<file path="src/rtl/bldc_sensor_emulator.sv">
// Sensor-side stand-in for a BLDC motor: emits a six-step hall ring and a quadrature
// encoder at a commanded edge rate and checks the drive's gate pattern against the hall state.
module bldc_sensor_emulator #(
   parameter int PERIOD_WIDTH    = 16,
   parameter int EDGES_PER_HALL  = 8,
   parameter int GRACE_CYCLES    = 40,
   parameter int ERR_COUNT_WIDTH = 16,
   parameter int POS_WIDTH       = 16
) (
   input  logic                       clk,
   input  logic                       reset_n,
   input  logic [PERIOD_WIDTH-1:0]    edge_period,
   input  logic                       reverse,
   input  logic                       hall_disconnect,
   input  logic                       check_en,
   input  logic                       clear_faults,
   input  logic [2:0]                 phaseH,
   input  logic [2:0]                 phaseL,
   output logic [2:0]                 hall,
   output logic [1:0]                 enc,
   output logic [POS_WIDTH-1:0]       position,
   output logic                       shoot_through,
   output logic [ERR_COUNT_WIDTH-1:0] commutation_errors
);

   localparam int SUB_W   = $clog2(EDGES_PER_HALL);
   localparam int GRACE_W = (GRACE_CYCLES > 0) ? $clog2(GRACE_CYCLES + 1) : 1;

   localparam logic [PERIOD_WIDTH-1:0] PER_ONE  = PERIOD_WIDTH'(1);
   localparam logic [POS_WIDTH-1:0]    POS_ONE  = POS_WIDTH'(1);
   localparam logic [SUB_W-1:0]        SUB_ONE  = SUB_W'(1);
   localparam logic [SUB_W-1:0]        SUB_LAST = SUB_W'(EDGES_PER_HALL - 1);
   localparam logic [GRACE_W-1:0]      GRACE_LD = GRACE_W'(GRACE_CYCLES);
   localparam logic [GRACE_W-1:0]      GRACE_ONE = GRACE_W'(1);
   localparam logic [ERR_COUNT_WIDTH-1:0] ERR_ONE = ERR_COUNT_WIDTH'(1);

   logic [PERIOD_WIDTH-1:0] presc;
   logic [SUB_W-1:0]        sub_cnt, sub_nxt;
   logic [2:0]              hall_idx, hall_nxt;
   logic [1:0]              enc_idx, enc_nxt;
   logic [POS_WIDTH-1:0]    pos_nxt;
   logic                    dir_q, dir_nxt;
   logic [GRACE_W-1:0]      grace;

   logic       edge_strobe;
   logic       hall_step, dir_flip;
   logic [2:0] drive_h, drive_l, exp_h, exp_l;
   logic       mismatch, shoot_hit;

   function automatic logic [2:0] hall_code(input logic [2:0] idx);
      case (idx)
         3'd0:    hall_code = 3'b101;
         3'd1:    hall_code = 3'b100;
         3'd2:    hall_code = 3'b110;
         3'd3:    hall_code = 3'b010;
         3'd4:    hall_code = 3'b011;
         3'd5:    hall_code = 3'b001;
         default: hall_code = 3'b101;
      endcase
   endfunction

   // Ring index to {B, A}: 00, 01, 11, 10 is a Gray walk.
   function automatic logic [1:0] enc_code(input logic [1:0] idx);
      enc_code = {idx[1], idx[1] ^ idx[0]};
   endfunction

   // A period cut below the current count fires on the very next clock.
   assign edge_strobe = (edge_period != '0) && (presc >= edge_period - PER_ONE);

   // Next-state logic: hall index, sub-counter, encoder ring and position move together.
   always_comb begin
      sub_nxt  = sub_cnt;
      hall_nxt = hall_idx;
      enc_nxt  = enc_idx;
      pos_nxt  = position;
      dir_nxt  = dir_q;
      if (edge_strobe) begin
         dir_nxt = reverse;
         if (!reverse) begin
            enc_nxt = enc_idx + 2'd1;
            pos_nxt = position + POS_ONE;
            if (sub_cnt == SUB_LAST) begin
               sub_nxt  = '0;
               hall_nxt = (hall_idx == 3'd5) ? 3'd0 : hall_idx + 3'd1;
            end else begin
               sub_nxt = sub_cnt + SUB_ONE;
            end
         end else begin
            enc_nxt = enc_idx - 2'd1;
            pos_nxt = position - POS_ONE;
            if (sub_cnt == '0) begin
               sub_nxt  = SUB_LAST;
               hall_nxt = (hall_idx == 3'd0) ? 3'd5 : hall_idx - 3'd1;
            end else begin
               sub_nxt = sub_cnt - SUB_ONE;
            end
         end
      end
   end

   assign hall_step = (hall_nxt != hall_idx);
   assign dir_flip  = (dir_nxt != dir_q);

   // Output/decision logic: expected gate phases for the current internal hall step.
   always_comb begin
      drive_h = 3'b000;
      drive_l = 3'b000;
      case (hall_idx)
         3'd0: begin drive_h = 3'b001; drive_l = 3'b010; end
         3'd1: begin drive_h = 3'b001; drive_l = 3'b100; end
         3'd2: begin drive_h = 3'b010; drive_l = 3'b100; end
         3'd3: begin drive_h = 3'b010; drive_l = 3'b001; end
         3'd4: begin drive_h = 3'b100; drive_l = 3'b001; end
         3'd5: begin drive_h = 3'b100; drive_l = 3'b010; end
         default: begin drive_h = 3'b000; drive_l = 3'b000; end
      endcase
      exp_h     = dir_q ? drive_l : drive_h;
      exp_l     = dir_q ? drive_h : drive_l;
      mismatch  = check_en && (grace == '0) &&
                  (((phaseH & ~exp_h) != 3'b000) || ((phaseL & ~exp_l) != 3'b000));
      shoot_hit = check_en && ((phaseH & phaseL) != 3'b000);
   end

   always_ff @(posedge clk or negedge reset_n) begin
      if (!reset_n) begin
         presc              <= '0;
         sub_cnt            <= '0;
         hall_idx           <= 3'd0;
         enc_idx            <= 2'd0;
         dir_q              <= 1'b0;
         grace              <= GRACE_LD;
         hall               <= 3'b101;
         enc                <= 2'b00;
         position           <= '0;
         shoot_through      <= 1'b0;
         commutation_errors <= '0;
      end else begin
         if (edge_strobe || (edge_period == '0)) presc <= '0;
         else                                   presc <= presc + PER_ONE;

         sub_cnt  <= sub_nxt;
         hall_idx <= hall_nxt;
         enc_idx  <= enc_nxt;
         dir_q    <= dir_nxt;
         position <= pos_nxt;
         enc      <= enc_code(enc_nxt);
         // Disconnect only masks the pins; the ring keeps turning underneath.
         hall     <= hall_disconnect ? 3'b111 : hall_code(hall_nxt);

         if (hall_step || dir_flip) grace <= GRACE_LD;
         else if (grace != '0)      grace <= grace - GRACE_ONE;

         if (clear_faults)   shoot_through <= 1'b0;
         else if (shoot_hit) shoot_through <= 1'b1;

         if (clear_faults)
            commutation_errors <= '0;
         else if (mismatch && (commutation_errors != '1))
            commutation_errors <= commutation_errors + ERR_ONE;
      end
   end

endmodule
</file>
<file path="config.mk">
export PLATFORM = sky130hd
export DESIGN_NAME = bldc_sensor_emulator
export DESIGN_NICKNAME = d
export VERILOG_FILES = /design/src/rtl/bldc_sensor_emulator.sv
export SDC_FILE = /design/constraint.sdc
export NUM_CORES = 1
export LEC_CHECK = 0
export CORE_ASPECT_RATIO = 1.75
export CORE_MARGIN = 5
export CORE_UTILIZATION = 61
export DETAILED_ROUTE_END_ITERATION = 8
export GPL_ROUTABILITY_DRIVEN = 0
export GPL_TIMING_DRIVEN = 0
export HOLD_SLACK_MARGIN = 0.1
export PLACE_DENSITY = 0.92
export REMOVE_ABC_BUFFERS = 1
export SYNTH_ARGS = -nofsm -noshare
export SYNTH_HDL_FRONTEND = slang
export SYNTH_SLANG_ARGS = --single-unit
</file>
<file path="constraint.sdc">
create_clock -name clk -period 5.4 [get_ports clk]
set_input_delay 0.81 -clock clk [delete_from_list [all_inputs] [get_ports clk]]
set_output_delay 0.81 -clock clk [all_outputs]
set_load 0.1 [all_outputs]
</file>
==> results, run 1 <==
- The flow ran to the end, and the final reports show no timing, DRC or antenna violations.
- The data required time of the worst path is 5.60 ns.
- After floorplanning, the core was divided into 43 placement rows.
- Setup repair after global routing left no endpoint under its margin.
- The arrival time at the worst endpoint is 5.29 ns.
- The clock tree synthesis step divided the H-tree into 3 levels.
- The die boundary height is 129 µm.
- Leaving out fill and tap cells, the most frequent cells in the layout are sky130_fd_sc_hd__dfrtp_1, sky130_fd_sc_hd__clkdlybuf4s50_1, sky130_fd_sc_hd__nor2_1.
- The clock-pin slew of the registers on the worst-case setup and hold paths is 0.05 ns.
- STA classifies the critical path endpoint as a register.
- The later-pin clock latency in the skew report is 0.33 ns.
- Clock skew on the completed layout was measured at 0.00497 ns.
- Sequential elements use 34.5% of the synthesized area.
- The number of synthesized register bits is 68.
- The number of instances in the placed design is 688.
- The worst slew slack as a fraction of its limit is 27.0%.
- Once the floorplan was initialized, standard cells occupied 62.6% of the core.
- Yosys attributes the largest share of cell area to sky130_fd_sc_hd__dfrtp_1, sky130_fd_sc_hd__ha_1, sky130_fd_sc_hd__xnor2_1, sky130_fd_sc_hd__xor2_1, sky130_fd_sc_hd__nor2_1.
- The max-capacitance violation count is 0.
- The Yosys step of the flow raised 0 warnings.
- In the synthesized netlist the async set-or-reset flop fraction comes to 100%.
- The number of antenna violations at the first check in global routing is 0.
- The worst-case clock buffer depth is 2.
- The floorplan step defined a die boundary enclosing 0.0101 mm².
- The sum of routed wire segments on met1 is 4420 µm.
- The post-route netlist has 7.33% of its cells at a drive strength greater than 1.
- The final instance count without filler cells is 704.
- The highest layer touched by signal routing is met4.
- The TritonCTS clock tree is built.
- The shortest clock period the worst path allows after layout is 5.10 ns.
- The count of pins over their slew limit came to 0.
- The number of iterations in the first detailed-routing pass is 5.
- The area fraction of the dominant cell type after synthesis is 32.3%.
- The final layout contains routed wiring with a total length of 12000 µm.
- In the synthesized netlist, the number of instances is 549.
- The worst-margin pin slew is 1.09 ns.
- In this run, distinct cell masters in the synthesized netlist total 66.
- The largest net degree at the start of global routing is 69.
- The top fanout value on the critical path is 34.
- Dividing the synthesized area by the synthesized cell count gives 9.02 µm².
- Setup violations remaining at the end of the flow were counted as 0.
- Final hold analysis gives a worst-case slack of 0.508 ns.
- CTS saw 68 sinks.
- The static leakage is 2.59 nW.
- The area growth from synthesis to layout is 19.8%.
- The first-iteration detailed-routing DRC count is 241.
- The critical path is of the in -> reg type.
- The first global-routing pass estimated 20300 µm of wire.
- The met2 routed wirelength is 6690 µm.
- The placed instances occupy a cell area of 0.00563 mm².
- After detailed routing, the met3 layer carries 457 µm of wire.
- In this run the remaining antenna-violating nets after routing total 0.
- Setup slack on the critical path of the routed design comes to 0.305 ns.
- The number of vias per cell is 6.33.
- The number of antenna diodes in the final layout is 0.
- The nature of the critical path startpoint is a primary input.
- The net count of the finished layout is 682.
- The via count of the first global-routing pass is 4558.
- The final design instance area without fill is 0.00593 mm².
- The routed via count is 4455.
- In this run, synthesis inferred 0 flip-flops with an integrated enable.
- The cell type with the largest total area after synthesis is sky130_fd_sc_hd__dfrtp_1.
- After detailed routing, the average wire length per cell comes to 17.0 µm.
- The power per unit of standard cell area is 558 mW/mm².
- The number of buffers added to fix hold violations after cts is 0.
- The top-level I/O count is 66.
- The number of buffers created by CTS is 9.
- In the routed design, unresolved DRC markers number 0.
- The maximum clock frequency is 196 MHz.
- The final hold violation count is 0.
- The pre-CTS setup slack is -0.618 ns.
- The total power draw is 3.31 mW.
- The all-layer global routing usage is 24.5%.
- The tightest min-delay check is of the reg -> reg type.
- The post-synthesis instance area is 0.00495 mm².
- The count of port buffers added during placement is 65.
- The horizontal extent of the die is 78.1 µm.
- The most common flop cell mapped by yosys is sky130_fd_sc_hd__dfrtp_1.
- Clock tree synthesis selected as its root buffer the cell sky130_fd_sc_hd__clkbuf_16.
- The part of the cycle the worst path needs is 94.4%.
- Summed over all layers, the global routing overflow is 0.
- In this run the standard cell core region covers 0.00791 mm².
- The detailed-placement wirelength estimate is 8560 µm.
- The largest vdd supply drop is 554 µV.
-- cell families (layout without fill, tap and decap cells) --
kind of cell	Yosys count	count (layout)	synth area share [%]
AO/OA/AOI/OAI	109	109	15.0
XOR/XNOR	57	57	10.1
multiplexers	16	16	3.66
buffers and inverters	41	106	3.49
adder cells (fa/ha/maj)	45	45	11.5
AND/OR/NAND/NOR	213	213	21.8
flip-flops	68	68	34.5
-- metal layers --
layer / GRT usage, % / up-vias
li1: - / 2094
met1: 25.9 / 2179
met2: 45.6 / 138
met3: 4.17 / 44
met4: 12.4 / 0
met5: 0 / -
-- final cells by class --
cell class	count	area, µm²
clock inverter	4	22.5
multi-input combinational	440	3080
timing repair buffer	65	648
clock buffer	12	267
sequential	68	1710
inverter	25	93.8
tap	90	113
fill	535	1980
-- per-stage QoR --
stage          utilization [%]  setup TNS (ns)
3_5_place_dp              71.2           -3.88
5_1_grt                   75.0               0
4_1_cts                   75.0               0
3_3_place_gp              71.3           -2.38
6_report                  75.0               0
2_1_floorplan                -               0
-- cell usage after synthesis, drive strengths merged (3+ instances only) --
cell and number:
o21bai 3, o21ai 31, buf 7, a21o 4, mux2i 8, nand4 7, inv 25, a211oi 6
and2 5, a31oi 4, xnor2 30, xor2 27, and3 13, nand2b 5, a221o 3, a21boi 3
dfstp 4, o211ai 5, ha 44, mux2 7, nor2b 10, nand3 31, or3 6, a21oi 28
nor2 59, nand2 40, nor4 9, nor3 16, dfrtp 64, clkbuf 9
-- power breakdown --
part	internal (mW)	switching, mW	leakage (nW)
logic	0.647	1.21	1.58
clock network	0.346	0.223	0.144
registers	0.679	0.202	0.869
-- worst paths after layout --
check	depth (start not counted)	slack [ns]	from	to
worst min-delay path	1	0.51	position[15]	position[15]
min in group asynchronous	1	0.56	reset_n	position[12]
worst min register to register	1	0.51	position[15]	position[15]
worst max-delay path	14	0.30	edge_period[4]	grace[0]
max in group asynchronous	1	4.24	reset_n	grace[1]
worst max register to register	8	2.26	presc[7]	grace[0]
-- state kept, by name (all words and copies together), names as in the netlist --
register / flops
hall_idx: 3
dir_q: 1
sub_cnt: 3
enc: 2
commutation_errors: 16
grace: 6
hall: 3
shoot_through: 1
position: 16
enc_idx: 1
presc: 16
-- worst max-delay path, stage by stage --
cell and delay [ns]:
sky130_fd_sc_hd__clkdlybuf4s50_1 0.49, sky130_fd_sc_hd__or4_4 0.61, sky130_fd_sc_hd__nor4_4 0.24, sky130_fd_sc_hd__nand3_1 0.17, sky130_fd_sc_hd__nor4_1 0.28, sky130_fd_sc_hd__xnor2_1 0.12
sky130_fd_sc_hd__ha_1 0.30, sky130_fd_sc_hd__and3_1 0.21, sky130_fd_sc_hd__nand2_1 0.06, sky130_fd_sc_hd__or4b_1 0.49, sky130_fd_sc_hd__nand3_1 0.34, sky130_fd_sc_hd__nand2_2 0.45
sky130_fd_sc_hd__a311oi_2 0.60, sky130_fd_sc_hd__nor2_1 0.12
-- repair_timing --
item / CTS / global route
endpoints found under the hold margin: 0 / 0
gates resized for setup: 2 / 0
endpoints found under the setup margin: 6 / 0
setup buffers: 0 / 0
Note: power is estimated with default switching activity, not from simulation.
==> run 2: changes to the inputs <==
- SETUP_SLACK_MARGIN: not set -> 0.3
==> results, run 2 (synthesis results as in run 1) <==
- The shortest clock period the worst path allows after layout is 4.86 ns (-0.236 ns).
- The data required time of the worst path is 5.60 ns (about the same).
- The initial core utilization is 62.6% (unchanged).
- The horizontal extent of the die is 78.1 µm (unchanged).
- The static leakage is 2.60 nW (+0.35%).
- The part of the total power dissipated in combinational logic is 56.2% (about the same).
- In the layout the commonest cells are sky130_fd_sc_hd__dfrtp_1, sky130_fd_sc_hd__clkdlybuf4s50_1, sky130_fd_sc_hd__nor2_1.
- The clock network fraction of total power came to 17.2% (about the same).
- The number of placement rows came to 43 (unchanged).
- In this run the clock root is driven by a sky130_fd_sc_hd__clkbuf_16.
- The TritonCTS sink count was 68 (unchanged).
- The number of buffers added to fix hold violations after cts came to 0 (unchanged).
- The instance area at placement is 0.00563 mm² (unchanged).
- The net switching share of the total power is 49.6% (+0.13 points).
- The depth of the CTS H-tree is 3 (unchanged).
- The number of iterations in the first detailed-routing pass came to 5 (unchanged).
- The flow ran to the end, and the final reports show no timing, DRC or antenna violations.
- The maximum clock frequency is 206 MHz (+4.9%).
- The remaining number of nets flagged by the antenna check after routing was 0 (unchanged).
- The layout overhead on the synthesized area is 20.3%.
- The pre-CTS setup slack is -0.618 ns (unchanged).
- The largest vdd supply drop was 555 µV (+0.25%).
- The clock-pin slew of the registers on the worst-case setup and hold paths is 0.06 ns (about the same).
- The total power draw is 3.32 mW (+0.37%).
- The worst-case clock buffer depth is 2 (unchanged).
- The share of post-route cells with drive strength above 1 is 7.49% (+0.16 points).
- The clock tree skew after final layout is 0.00620 ns (+0.00124 ns).
- The worst setup path is launched from a primary input.
- The switching power total is 1.65 mW (+0.64%).
- The count of port buffers added during placement was 65 (unchanged).
- The final worst-path setup slack is 0.540 ns (+0.236 ns).
- The top-level I/O count is 66 (unchanged).
- The routed via count was 4416 (-0.88%).
- The worst-margin pin slew is 1.13 ns (+0.0391 ns).
- The worst setup path category is in -> reg.
- The area of the die was 0.0101 mm² (unchanged).
- The power per unit of standard cell area is 557 mW/mm² (about the same).
- The setup TNS is 0 ns (unchanged).
- The wire length of the first global-routing pass was 20300 µm (unchanged).
- The total congestion overflow after global routing is 0 (unchanged).
- The later-pin clock latency in the skew report was 0.34 ns (about the same).
- The all-layer global routing usage is 24.5% (unchanged).
- The arrival time at the worst endpoint is 5.06 ns (-0.23 ns).
- The number of vias per cell came to 6.27 (-0.88%).
- The first-iteration detailed-routing DRC count is 273 (+13%).
- The count of inserted antenna diode cells is 0 (unchanged).
- The number of antenna violations at the first check in global routing is 0 (unchanged).
- The max-capacitance violation count came to 0 (unchanged).
- The number of fillers in the final layout came to 532 (-0.56%).
- The worst slew slack as a fraction of its limit was 24.4% (-2.6 points).
- The average routed wire per standard cell was 17.1 µm (+0.38%).
- The kind of path behind the tightest hold check is reg -> reg.
- The largest net degree at the start of global routing is 69 (unchanged).
- The area inside the core boundary was 0.00791 mm² (unchanged).
- The largest registers in the layout are commutation_errors (16), position (16), presc (16).
- The number of DRC violations after detailed routing was 0 (unchanged).
- The total internal power came to 1.67 mW (+0.12%).
- The final net count is 682 (unchanged).
- The total wire length came to 12000 µm (+0.38%).
- The part of the cycle the worst path needs is 90.0% (-4.4 points).
- The number of buffers created by CTS is 9 (unchanged).
- The number of setup violations in the final report is 0 (unchanged).
- Setup repair after global routing left no endpoint under its margin.
- STA classifies the critical path endpoint as a register.
- The final hold violation count is 0 (unchanged).
- The via count of the first global-routing pass is 4558 (unchanged).
- The register share of total power is 26.6% (about the same).
- The die boundary height is 129 µm (unchanged).
- The detailed-placement wirelength estimate is 8560 µm (unchanged).
- The count of pins over their slew limit is 0 (unchanged).
- The TritonCTS clock tree is built.
- The number of buffers inserted to repair setup after CTS is 0 (unchanged).
- The top fanout value on the critical path came to 8 (-76%).
- The final design instance area without fill is 0.00596 mm² (+0.44%).
-- run 2: changes by cell type in the layout (fill, tap and decap cells not counted) --
cell | previous run | this run
sky130_fd_sc_hd__a311oi_2 | 1 | 0
sky130_fd_sc_hd__a311oi_4 | 1 | 2
sky130_fd_sc_hd__nand2_2 | 1 | 0
sky130_fd_sc_hd__nand2_4 | 0 | 1
sky130_fd_sc_hd__nand3_1 | 30 | 29
sky130_fd_sc_hd__nand3_2 | 1 | 2
sky130_fd_sc_hd__nor2_2 | 1 | 0
sky130_fd_sc_hd__nor2_4 | 0 | 1
-- run 2: final timing paths --
check	to	start	depth (start not counted)	slack, ns
worst max register to register	commutation_errors[9]	hall_idx[2]	9	2.39
worst max-delay path	hall[1]	edge_period[4]	17	0.54
worst min register to register	position[15]	position[15]	1	0.51
worst min-delay path	position[15]	position[15]	1	0.51
max in group asynchronous	grace[2]	reset_n	1	4.25
min in group asynchronous	position[12]	reset_n	1	0.56
-- run 2: routing by layer --
metal  track usage (%)  routed length, µm  share of wire, %  vias up
met5                 0                  0                 0        -
met4              12.4                423               3.5        0
met3              4.17                405               3.4       43
met2              45.6               6740                56      121
met1              25.9               4460                37     2167
li1                  -                  -                 -     2085
-- run 2: per-stage QoR --
stage | hold slack (ns) | utilization (%) | std cells
finish | 0.506 | 75.3 | 704
global route | 0.531 | 75.3 | 704
CTS | 0.497 | 75.0 | 704
detailed placement | 0.471 | 71.2 | 688
global placement | 0.478 | 71.3 | 688
floorplan | 0.476 | - | 533
-- run 2: power groups by stage --
stage,clock [mW],combinational [mW],sequential [mW]
after detailed placement,0,1.83,0.879
after global routing,0.599,2.02,0.914
after global placement,0,1.76,0.870
after floorplan,0,0.887,1.38
after CTS,0.574,1.86,0.876
final,0.572,1.87,0.883
-- run 2: critical path, stage by stage --
cell and delay (ns):
sky130_fd_sc_hd__clkdlybuf4s50_1 0.49, sky130_fd_sc_hd__or4_4 0.61, sky130_fd_sc_hd__nor4_4 0.24, sky130_fd_sc_hd__nand3_1 0.17
sky130_fd_sc_hd__nor4_1 0.28, sky130_fd_sc_hd__xnor2_1 0.17, sky130_fd_sc_hd__ha_1 0.26, sky130_fd_sc_hd__and3_1 0.22
sky130_fd_sc_hd__o21a_1 0.11, sky130_fd_sc_hd__a211oi_1 0.39, sky130_fd_sc_hd__nand3_2 0.28, sky130_fd_sc_hd__a41oi_2 0.30
sky130_fd_sc_hd__o221a_4 0.24, sky130_fd_sc_hd__inv_2 0.05, sky130_fd_sc_hd__ha_1 0.17, sky130_fd_sc_hd__nor2_1 0.15
sky130_fd_sc_hd__o41ai_2 0.11
-- run 2: repair_timing --
| item | CTS | global route |
|---|---|---|
| endpoints found under the setup margin | 8 | 9 |
| endpoints found under the hold margin | 0 | 0 |
| gates resized for setup | 2 | 4 |
| gates cloned | 0 | 0 |
-- run 2: layout make-up --
class / count / area (µm²) / area share, %
tap: 90 / 113 / 1.89
multi-input combinational: 440 / 3110 / 52.2
clock inverter: 4 / 22.5 / 0.378
clock buffer: 12 / 267 / 4.47
sequential: 68 / 1710 / 28.6
timing repair buffer: 65 / 648 / 10.9
inverter: 25 / 93.8 / 1.57
==> run 3: changes to the inputs <==
- CTS_BUF_LIST: not set -> sky130_fd_sc_hd__clkbuf_8
- PLACE_DENSITY: 0.92 -> not set
- PLACE_DENSITY_LB_ADDON: not set -> 0.3
==> results, run 3 (synthesis results as in run 1) <==
- The run finished with clean final reports.
- Leaving out fill and tap cells, the most frequent cells in the layout are sky130_fd_sc_hd__dfrtp_1, sky130_fd_sc_hd__clkdlybuf4s50_1, sky130_fd_sc_hd__nor2_1.
- The routed via count is 4280 (-3.1%).
- The static leakage is 2.56 nW (-1.5%).
- The total congestion overflow after global routing was 0 (unchanged).
- The number of instances in the placed design was 688 (unchanged).
- The depth of the CTS H-tree was 3 (unchanged).
- The share of post-route cells with drive strength above 1 was 7.49% (unchanged).
- Setup repair after global routing left no endpoint under its margin.
- STA classifies the critical path endpoint as a register.
- The setup TNS is 0 ns (unchanged).
- The shortest clock period the worst path allows after layout is 4.78 ns (-0.0844 ns).
- The kind of path behind the tightest hold check is reg -> reg.
- The number of buffers inserted to repair setup after CTS is 0 (unchanged).
- The layout overhead on the synthesized area is 19.0%.
- The capturing point of the worst reg2reg path is commutation_errors[8].
- The max-capacitance violation count is 0 (unchanged).
- The count of pins over their slew limit was 0 (unchanged).
- The largest registers in the layout are commutation_errors (16), position (16), presc (16).
- The via count of the first global-routing pass was 4436 (-2.7%).
- The count of port buffers added during placement was 65 (unchanged).
- The number of antenna violations at the first check in global routing is 0 (unchanged).
- The clock-pin slew of the registers on the worst-case setup and hold paths came to 0.08 ns (+0.02 ns).
- The area of the die is 0.0101 mm² (unchanged).
- The number of vias per cell is 6.08 (-3.1%).
- The number of buffers created by CTS is 9 (unchanged).
- The data required time of the worst path is 5.64 ns (+0.04 ns).
- The count of cells along the worst register-to-register path is 9 (unchanged).
- The wire length of the first global-routing pass is 19300 µm (-4.9%).
- The worst setup path is launched from a primary input.
- The worst-case clock buffer depth came to 2 (unchanged).
- The top fanout value on the critical path is 8 (unchanged).
- The number of DRC violations after detailed routing is 0 (unchanged).
- The detailed-placement wirelength estimate came to 8460 µm (-1.3%).
- The TritonCTS clock tree is built.
- The initial core utilization is 62.6% (unchanged).
- The clock tree skew after final layout was 0.0120 ns (+0.00578 ns).
- The remaining number of nets flagged by the antenna check after routing was 0 (unchanged).
- The number of setup violations in the final report is 0 (unchanged).
- The area inside the core boundary is 0.00791 mm² (unchanged).
- The total internal power is 1.59 mW (-5.1%).
- The root cell of the clock tree is sky130_fd_sc_hd__clkbuf_8.
- The arrival time at the worst endpoint is 5.01 ns (-0.05 ns).
- The most numerous cell type found on the critical path is sky130_fd_sc_hd__ha_1.
- The worst-margin pin slew is 1.16 ns (+0.0250 ns).
- The power per unit of standard cell area is 545 mW/mm² (-2.2%).
- The number of stages on the worst hold path is 1 (unchanged).
- The total wire length is 11500 µm (-4.6%).
- The number of placement rows is 43 (unchanged).
- Among all stages on the critical path, the largest delay is contributed by sky130_fd_sc_hd__or4_4.
- The first-iteration detailed-routing DRC count was 240 (-12%).
- The later-pin clock latency in the skew report came to 0.36 ns (+0.02 ns).
- The setup path with the least slack is of type in -> reg.
- Walking the worst path, the cells encountered are clkdlybuf4s50_1 > or4_4 > nor4_4 > nand3_1 > nor4_1 > xnor2_1 > ha_1 > and3_1 > o21a_1 > a211oi_1 > nand3_2 > a41oi_2 > o221a_4 > inv_2 > ha_1 > nor2_1 > o41ai_2.
- The clock network fraction of total power was 14.9% (-2.3 points).
- The count of inserted antenna diode cells came to 0 (unchanged).
- The all-layer global routing usage is 23.5% (-1.0 points).
- The number of iterations in the first detailed-routing pass was 4 (-1).
- The largest net degree at the start of global routing is 69 (unchanged).
- The TritonCTS sink count is 68 (unchanged).
- The final hold violation count is 0 (unchanged).
- The post-layout utilization of the core is 74.5% (-0.81 points).
- The worst slew slack as a fraction of its limit came to 22.7% (-1.7 points).
- The part of the total power dissipated in combinational logic is 57.7% (+1.5 points).
- The switching power total came to 1.62 mW (-1.4%).
- The setup slack on the worst flop-to-flop path is 2.33 ns (-0.06 ns).
- The part of the cycle the worst path needs is 88.4% (-1.6 points).
- The horizontal extent of the die is 78.1 µm (unchanged).
- The average routed wire per standard cell came to 16.3 µm (-4.6%).
- The startpoint of the worst hold path is position[15].
- The startpoint identified for the worst register-to-register timing path is hall_idx[2].
- The maximum single-stage delay on the critical path is 0.61 ns (about the same).
- The largest vdd supply drop was 440 µV (-21%).
- The final instance count without filler cells is 704 (unchanged).
- The final net count is 682 (unchanged).
- The total power draw is 3.21 mW (-3.3%).
- The register share of total power came to 27.4% (+0.8 points).
- The die boundary height is 129 µm (unchanged).
- The net switching share of the total power is 50.5% (+0.95 points).
- The hold path endpoint is position[15].
- The top-level I/O count is 66 (unchanged).
- The maximum clock frequency came to 209 MHz (+1.8%).
run 3: worst max-delay path by stage:
stage	from	cells after the start	to	slack (ns)
after detailed placement	edge_period[4]	14	grace[1]	-0.53
after floorplan	edge_period[4]	13	grace[5]	0.84
after global routing	edge_period[4]	16	hall[0]	0.35
after CTS	edge_period[4]	14	grace[5]	0.41
after global placement	edge_period[4]	14	grace[5]	-0.52
final	edge_period[4]	17	hall[1]	0.62
run 3: repair_timing:
item,in CTS,in global routing
setup endpoints to repair,8,11
pin swaps,0,0
hold buffers,0,0
resized for setup,2,4
run 3: per-stage QoR:
step	instance area, µm²	hold slack (ns)	setup slack, ns
global placement	5640	0.461	-0.520
finish	5890	0.477	0.625
global route	5890	0.526	0.351
detailed placement	5630	0.461	-0.528
CTS	5870	0.478	0.407
floorplan	4870	0.476	0.840
run 3: cell type report:
type | instances | area (µm²)
multi-input cells | 440 | 3110
flip-flops and latches | 68 | 1710
repair buffers | 65 | 648
fillers | 560 | 2010
clock inverters | 7 | 101
inverters | 25 | 93.8
well taps | 90 | 113
clock buffers | 9 | 124
run 3: power groups by stage:
stage	registers (mW)	clock network, mW	logic (mW)
2_1_floorplan	1.38	0	0.887
3_3_place_gp	0.870	0	1.77
3_5_place_dp	0.881	0	1.83
4_1_cts	0.874	0.485	1.85
5_1_grt	0.908	0.508	2.01
6_report	0.880	0.478	1.85
run 3: per-layer routing:
metal	vias up	wire, µm	part of all wire [%]	GRT usage [%]
met4	0	398	3.5	12.5
li1	2089	-	-	-
met1	2066	4220	37	23.9
met5	-	0	0	0
met2	89	6450	56	43.9
met3	36	402	3.5	4.52
run 3: critical path, delay by kind of cell:
family                     cells  cell delay, ns
AOI/OAI and AO/OA              5            1.15
xor gates and xnor gates       1            0.16
adders and majority gates      2            0.43
buffers and inverters          2            0.55
and+or+nand+nor                7            1.88
